`config.mk`:
```
export PLATFORM = sky130hd
export DESIGN_NAME = pwm_timer_multi
export DESIGN_NICKNAME = d
export VERILOG_FILES = /design/src/rtl/pwm_timer_multi_pkg.sv /design/src/rtl/pwm_compare_ch.sv /design/src/rtl/pwm_timer_multi.sv
export SDC_FILE = /design/constraint.sdc
export NUM_CORES = 1
export LEC_CHECK = 0
export CORE_MARGIN = 2
export CORE_UTILIZATION = 40
export DETAILED_ROUTE_END_ITERATION = 8
export PLACE_DENSITY_LB_ADDON = 0.15
export SLEW_MARGIN = 20
export SYNTH_ARGS = -nofsm -noshare
export SYNTH_HDL_FRONTEND = slang
export SYNTH_SLANG_ARGS = --single-unit
```
`constraint.sdc`:
```
create_clock -name clk -period 5.09 [get_ports clk]
set_clock_uncertainty 0.05 [all_clocks]
set_input_delay 0.509 -clock clk [delete_from_list [all_inputs] [get_ports clk]]
set_output_delay 0.509 -clock clk [all_outputs]
set_load 0.02 [all_outputs]
```
`src/rtl/pwm_timer_multi_pkg.sv`:
```
// pwm_timer_multi_pkg: shared state encoding and default widths for the multi-channel PWM timer
package pwm_timer_multi_pkg;
  localparam int DEF_WIDTH    = 24;
  localparam int DEF_CHANNELS = 4;
  localparam int DEF_PS_WIDTH = 8;
  typedef enum logic [1:0] {ST_IDLE, ST_RUN, ST_DONE} state_t;
endpackage

```
`src/rtl/pwm_compare_ch.sv`:
```
// pwm_compare_ch: one compare channel with its shadowed compare value and registered flag
module pwm_compare_ch #(
  parameter int WIDTH = 24
) (
  input  logic             clk,
  input  logic             rst,
  input  logic             load,
  input  logic             run,
  input  logic [WIDTH-1:0] cnt_d,
  input  logic [WIDTH-1:0] cmp_in,
  output logic             flag
);
  logic [WIDTH-1:0] cmp_q, cmp_d;
  logic             flag_q, flag_d;
  always_comb begin
    cmp_d  = load ? cmp_in : cmp_q;
    flag_d = run && (cnt_d < cmp_d);
  end
  always_ff @(posedge clk or negedge rst) begin
    if (!rst) begin
      cmp_q  <= '0;
      flag_q <= 1'b0;
    end else begin
      cmp_q  <= cmp_d;
      flag_q <= flag_d;
    end
  end
  assign flag = flag_q;
endmodule

```
`src/rtl/pwm_timer_multi.sv`:
```
// pwm_timer_multi: prescaled shared up-counter with N shadowed compare channels,
// continuous or one-shot, all shadows reloading at the period boundary.
module pwm_timer_multi
  import pwm_timer_multi_pkg::*;
#(
  parameter int WIDTH    = DEF_WIDTH,
  parameter int CHANNELS = DEF_CHANNELS,
  parameter int PS_WIDTH = DEF_PS_WIDTH
) (
  input  logic                      clk,
  input  logic                      rst,
  input  logic                      en,
  input  logic                      one_shot,
  input  logic [PS_WIDTH-1:0]       tmr_prescale,
  input  logic [WIDTH-1:0]          tmr_period,
  input  logic [CHANNELS*WIDTH-1:0] tmr_compare,
  output logic [WIDTH-1:0]          tmr_count,
  output logic [CHANNELS-1:0]       flag,
  output logic                      ovf,
  output logic                      busy
);
  state_t              state_q, state_d;
  logic [WIDTH-1:0]    cnt_q, cnt_d, per_q, per_d;
  logic [PS_WIDTH-1:0] ps_q, ps_d, ps_sh_q, ps_sh_d;
  logic                mode_q, mode_d, ovf_q, ovf_d;
  logic                tick, term, load;
  always_comb begin
    state_d = state_q;
    cnt_d   = '0;
    ps_d    = '0;
    ovf_d   = 1'b0;
    load    = 1'b0;
    tick    = ps_q == ps_sh_q;
    term    = tick && (cnt_q == per_q);
    unique case (state_q)
      ST_IDLE: if (en) begin
        state_d = ST_RUN;
        load    = 1'b1;
      end
      ST_RUN: if (!en) state_d = ST_IDLE;
      else begin
        ps_d  = tick ? '0 : ps_q + PS_WIDTH'(1);
        cnt_d = !tick ? cnt_q : term ? '0 : cnt_q + WIDTH'(1);
        ovf_d = term;
        load  = term;
        if (term && mode_q) state_d = ST_DONE;
      end
      ST_DONE: if (!en) state_d = ST_IDLE;
      default: state_d = ST_IDLE;
    endcase
    per_d   = load ? tmr_period : per_q;
    ps_sh_d = load ? tmr_prescale : ps_sh_q;
    // Mode is latched only when a run starts, so a pass never changes mode mid-flight
    mode_d  = (state_q == ST_IDLE && en) ? one_shot : mode_q;
  end
  always_ff @(posedge clk or negedge rst) begin
    if (!rst) begin
      state_q <= ST_IDLE;
      cnt_q   <= '0;
      ps_q    <= '0;
      per_q   <= '0;
      ps_sh_q <= '0;
      mode_q  <= 1'b0;
      ovf_q   <= 1'b0;
    end else begin
      state_q <= state_d;
      cnt_q   <= cnt_d;
      ps_q    <= ps_d;
      per_q   <= per_d;
      ps_sh_q <= ps_sh_d;
      mode_q  <= mode_d;
      ovf_q   <= ovf_d;
    end
  end
  for (genvar i = 0; i < CHANNELS; i++) begin : g_ch
    pwm_compare_ch #(.WIDTH(WIDTH)) u_ch (
      .clk    (clk),
      .rst    (rst),
      .load   (load),
      .run    (state_d == ST_RUN),
      .cnt_d  (cnt_d),
      .cmp_in (tmr_compare[i*WIDTH +: WIDTH]),
      .flag   (flag[i])
    );
  end
  assign tmr_count = cnt_q;
  assign ovf       = ovf_q;
  assign busy      = state_q == ST_RUN;
endmodule

```
==> results.yml <==
place:
  place_area_um2: 12500
  port_buffers: 161
  dp_slack_ps: 626
  finalWeightedCongestion: 0.810
  dp_hpwl_mm: 20.7
route:
  num_vias: 7255
  drtPass1Iterations: 7
  drt_iter0_drc: 384
  route.detailed.drc: 8
  drt-total-wl_mm: 27.5
  postRouteAntennaNets: 0
  avgViaCountPerCell: 5.25
  wl_per_cell_um: 19.9
floorplanning:
  core_um2: 26100
  die_h_um: 167
  rows: 59
  die_area_um2: 28000
  ios: 162
  dieWidth_um: 167
  start_util_pct: 40.9
timing:
  hold_violations: 0
  max_freq_mhz: 226
  rsz0062_at_grt: "no"
  fin_ws_ps: 667
  whs_ps: 122
  finalSetupViolCount: 0
  tightest_slew_ps: 950
  fin_crit_sh_pct: 86.9
  setup_tns_ps: 0
  drv_slew: 0
  slew_headroom_pct: 36.1
  fin_crit_ps: 4420
power_and_ir_drop:
  clkPwrFrac_pct: 37.3
  ir_worst_vdd_mv: 0.162
  power.internal_w: 0.00269
  power_leakage_nw: 5.83
  switching_share_pct: 27.1
  power_w: 0.00369
  power_switching_w: 0.00100
  p_per_area_nw_per_um2: 282
  p_comb_share_pct: 19.7
  seq_power_share_pct: 43.0
finish:
  diodes: 0
  final_cell_mix: "168 x dfrtp_1, 160 x clkdlybuf4s50_1, 94 x ha_1"
  drive_gt1_share_pct: 14.9
  final_area_um2: 13100
  final_nets: 1260
  synthToLayoutAreaGrowth_pct: 22.7
  final_common_cell: "dfrtp_1"
  fillers: 2363
synthesis:
  synth_xor_area_share_pct: 4.92
  muxShareOfSynthArea_pct: 25.3
  ys_seq_area_share_pct: 39.4
  synth_compound_area_share_pct: 5.57
  yosys_warnings: 0
  synthSimpleGateAreaFrac_pct: 9.37
  synthAdderAreaFrac_pct: 11.0
  ys_ff_latch: 168
  syn-num-nets: 1095
  avgSynthCellArea_um2: 12.3
  syn_area_um2: 10700
  synth_top_family_by_area: "multiplexers"
  syn_inst: 869
  yosysUniqueCellTypes: 47
critical_path:
  end_kind: "flop"
  start_kind: "flop"
  worst_ep_arrival_time_ps: 4660
  critPathRequiredTime_ps: 5320
  path_class: "reg2reg"
  r2r_start: "tmr_count[2]"
  crit_start: "tmr_count[2]"
  crit_fanout: 27
cts:
  clock_latency_ps: 440
  cts_root_buf: "clkbuf_16"
  clk_pin_slew_ps: 70
  cts_buffer_depth: 2
  cts_tree: "done"
  holdBufCountCts: 0
  post_cts_resized: 0
  post_cts_buffers: 0
  cts_max_level: 4
  cts.sinks: 168
  numCtsBuffers: 17
grt:
  grt_max_degree: 101
  grt_pass1_wl_mm: 43.0
  antenna_found_initial: 0
  grt_usage_pct: 20.0
  grt.overflow.total: 0
  grt_pass1_vias: 7672
job:
  max_cap_viol_count: 0
run_status:
  failed_checks: "design-rule violations"
  status: "finished, violations left"
min_path:
  worstHoldPathType: "in2async"
-- cell type report --
class | instances | area [um2] | area share (%)
clock buffer | 17 | 425 | 3.25
clock inverter | 15 | 190 | 1.45
inverter | 9 | 33.8 | 0.258
multi-input combinational | 654 | 6000 | 45.8
sequential | 168 | 4200 | 32.1
tap | 335 | 419 | 3.20
timing repair buffer | 184 | 1820 | 13.9
-- worst paths after layout --
| path | end | cells past startpoint | slack (ps) |
|---|---|---|---|
| max | g_ch[3].u_ch.flag | 13 | 670 |
| min | ps_sh_q[6] | 1 | 120 |
| max reg2reg | g_ch[3].u_ch.flag | 13 | 670 |
| min reg2reg | g_ch[1].u_ch.cmp_q[22] | 1 | 430 |
| max in group asynchronous | g_ch[3].u_ch.cmp_q[22] | 2 | 3670 |
| min in group clk | g_ch[1].u_ch.cmp_q[22] | 1 | 430 |
-- cells in the mapped netlist, drive strengths merged --
master	n	area (um2)
and3	8	50.1
nor2b	7	43.8
nand4	29	194
o211ai	3	22.5
o21ai	27	135
xnor2	15	131
xor2	45	394
buf	33	425
a31oi	2	12.5
or2	1	6.26
nor4	16	143
nor2	55	214
and4	4	35.0
mux2i	92	921
nor4b	1	8.76
ha	94	1180
or3	4	25.0
o2111a	1	11.3
a21o	12	90.1
o2111ai	3	26.3
o31ai	1	7.51
mux2	128	1780
inv	9	33.8
a2111oi	6	52.6
nor3	11	55.1
nand3	23	115
nand2	23	86.3
dfrtp	168	4200
a21oi	23	115
o21a	2	15.0
nand2b	1	6.26
a311oi	1	8.76
a211oi	13	97.6
and2	3	18.8
clkbuf	5	18.8
-- sequential cells by signal (all words and copies together), names as in the netlist --
| register | flops |
|---|---|
| mode_q | 1 |
| g_ch.u_ch.flag | 4 |
| ovf | 1 |
| per_q | 24 |
| ps_sh_q | 8 |
| state_q | 2 |
| g_ch.u_ch.cmp_q | 96 |
| tmr_count | 24 |
| ps_q | 8 |
-- critical path: stages, from the launching register on --
cell,delay [ps]
dfrtp_1,560
xor2_1,230
nor4_2,450
nand4_2,310
nor2_4,220
o21a_4,480
buf_4,330
mux2i_1,290
ha_1,170
nand4_1,150
nor4_1,400
nand2_1,90
a2111oi_0,410
nor3_1,80
-- cells by family after synthesis --
kind of cell	count (synthesis)
compound gates	94
simple gates	186
xor+xnor	60
mux	220
fa+ha+maj	94
flops	168
buf+inv	47
-- layer usage --
metal | global-route usage [%] | share of wire, % | vias up
li1 | - | - | 3548
met4 | 5.97 | 1.3 | 0
met1 | 27.8 | 47 | 3540
met5 | 0 | 0 | -
met3 | 4.09 | 5.3 | 14
met2 | 31.7 | 46 | 153
-- power groups by stage --
stage | combinational, W | sequential, W | clock (W)
after detailed placement | 0.000734 | 0.00161 | 0
after global placement | 0.000728 | 0.00160 | 0
after floorplan | 0.000499 | 0.00158 | 0
after CTS | 0.000741 | 0.00159 | 0.00141
after global routing | 0.000802 | 0.00161 | 0.00146
final | 0.000728 | 0.00159 | 0.00138
-- through the flow --
step	cells	util, %
4_1_cts	1382	50.1
6_report	1382	50.1
3_5_place_dp	1350	47.8
3_3_place_gp	1350	47.8
5_1_grt	1382	50.1
2_1_floorplan	869	-
Power figures use the tool's default switching activity.
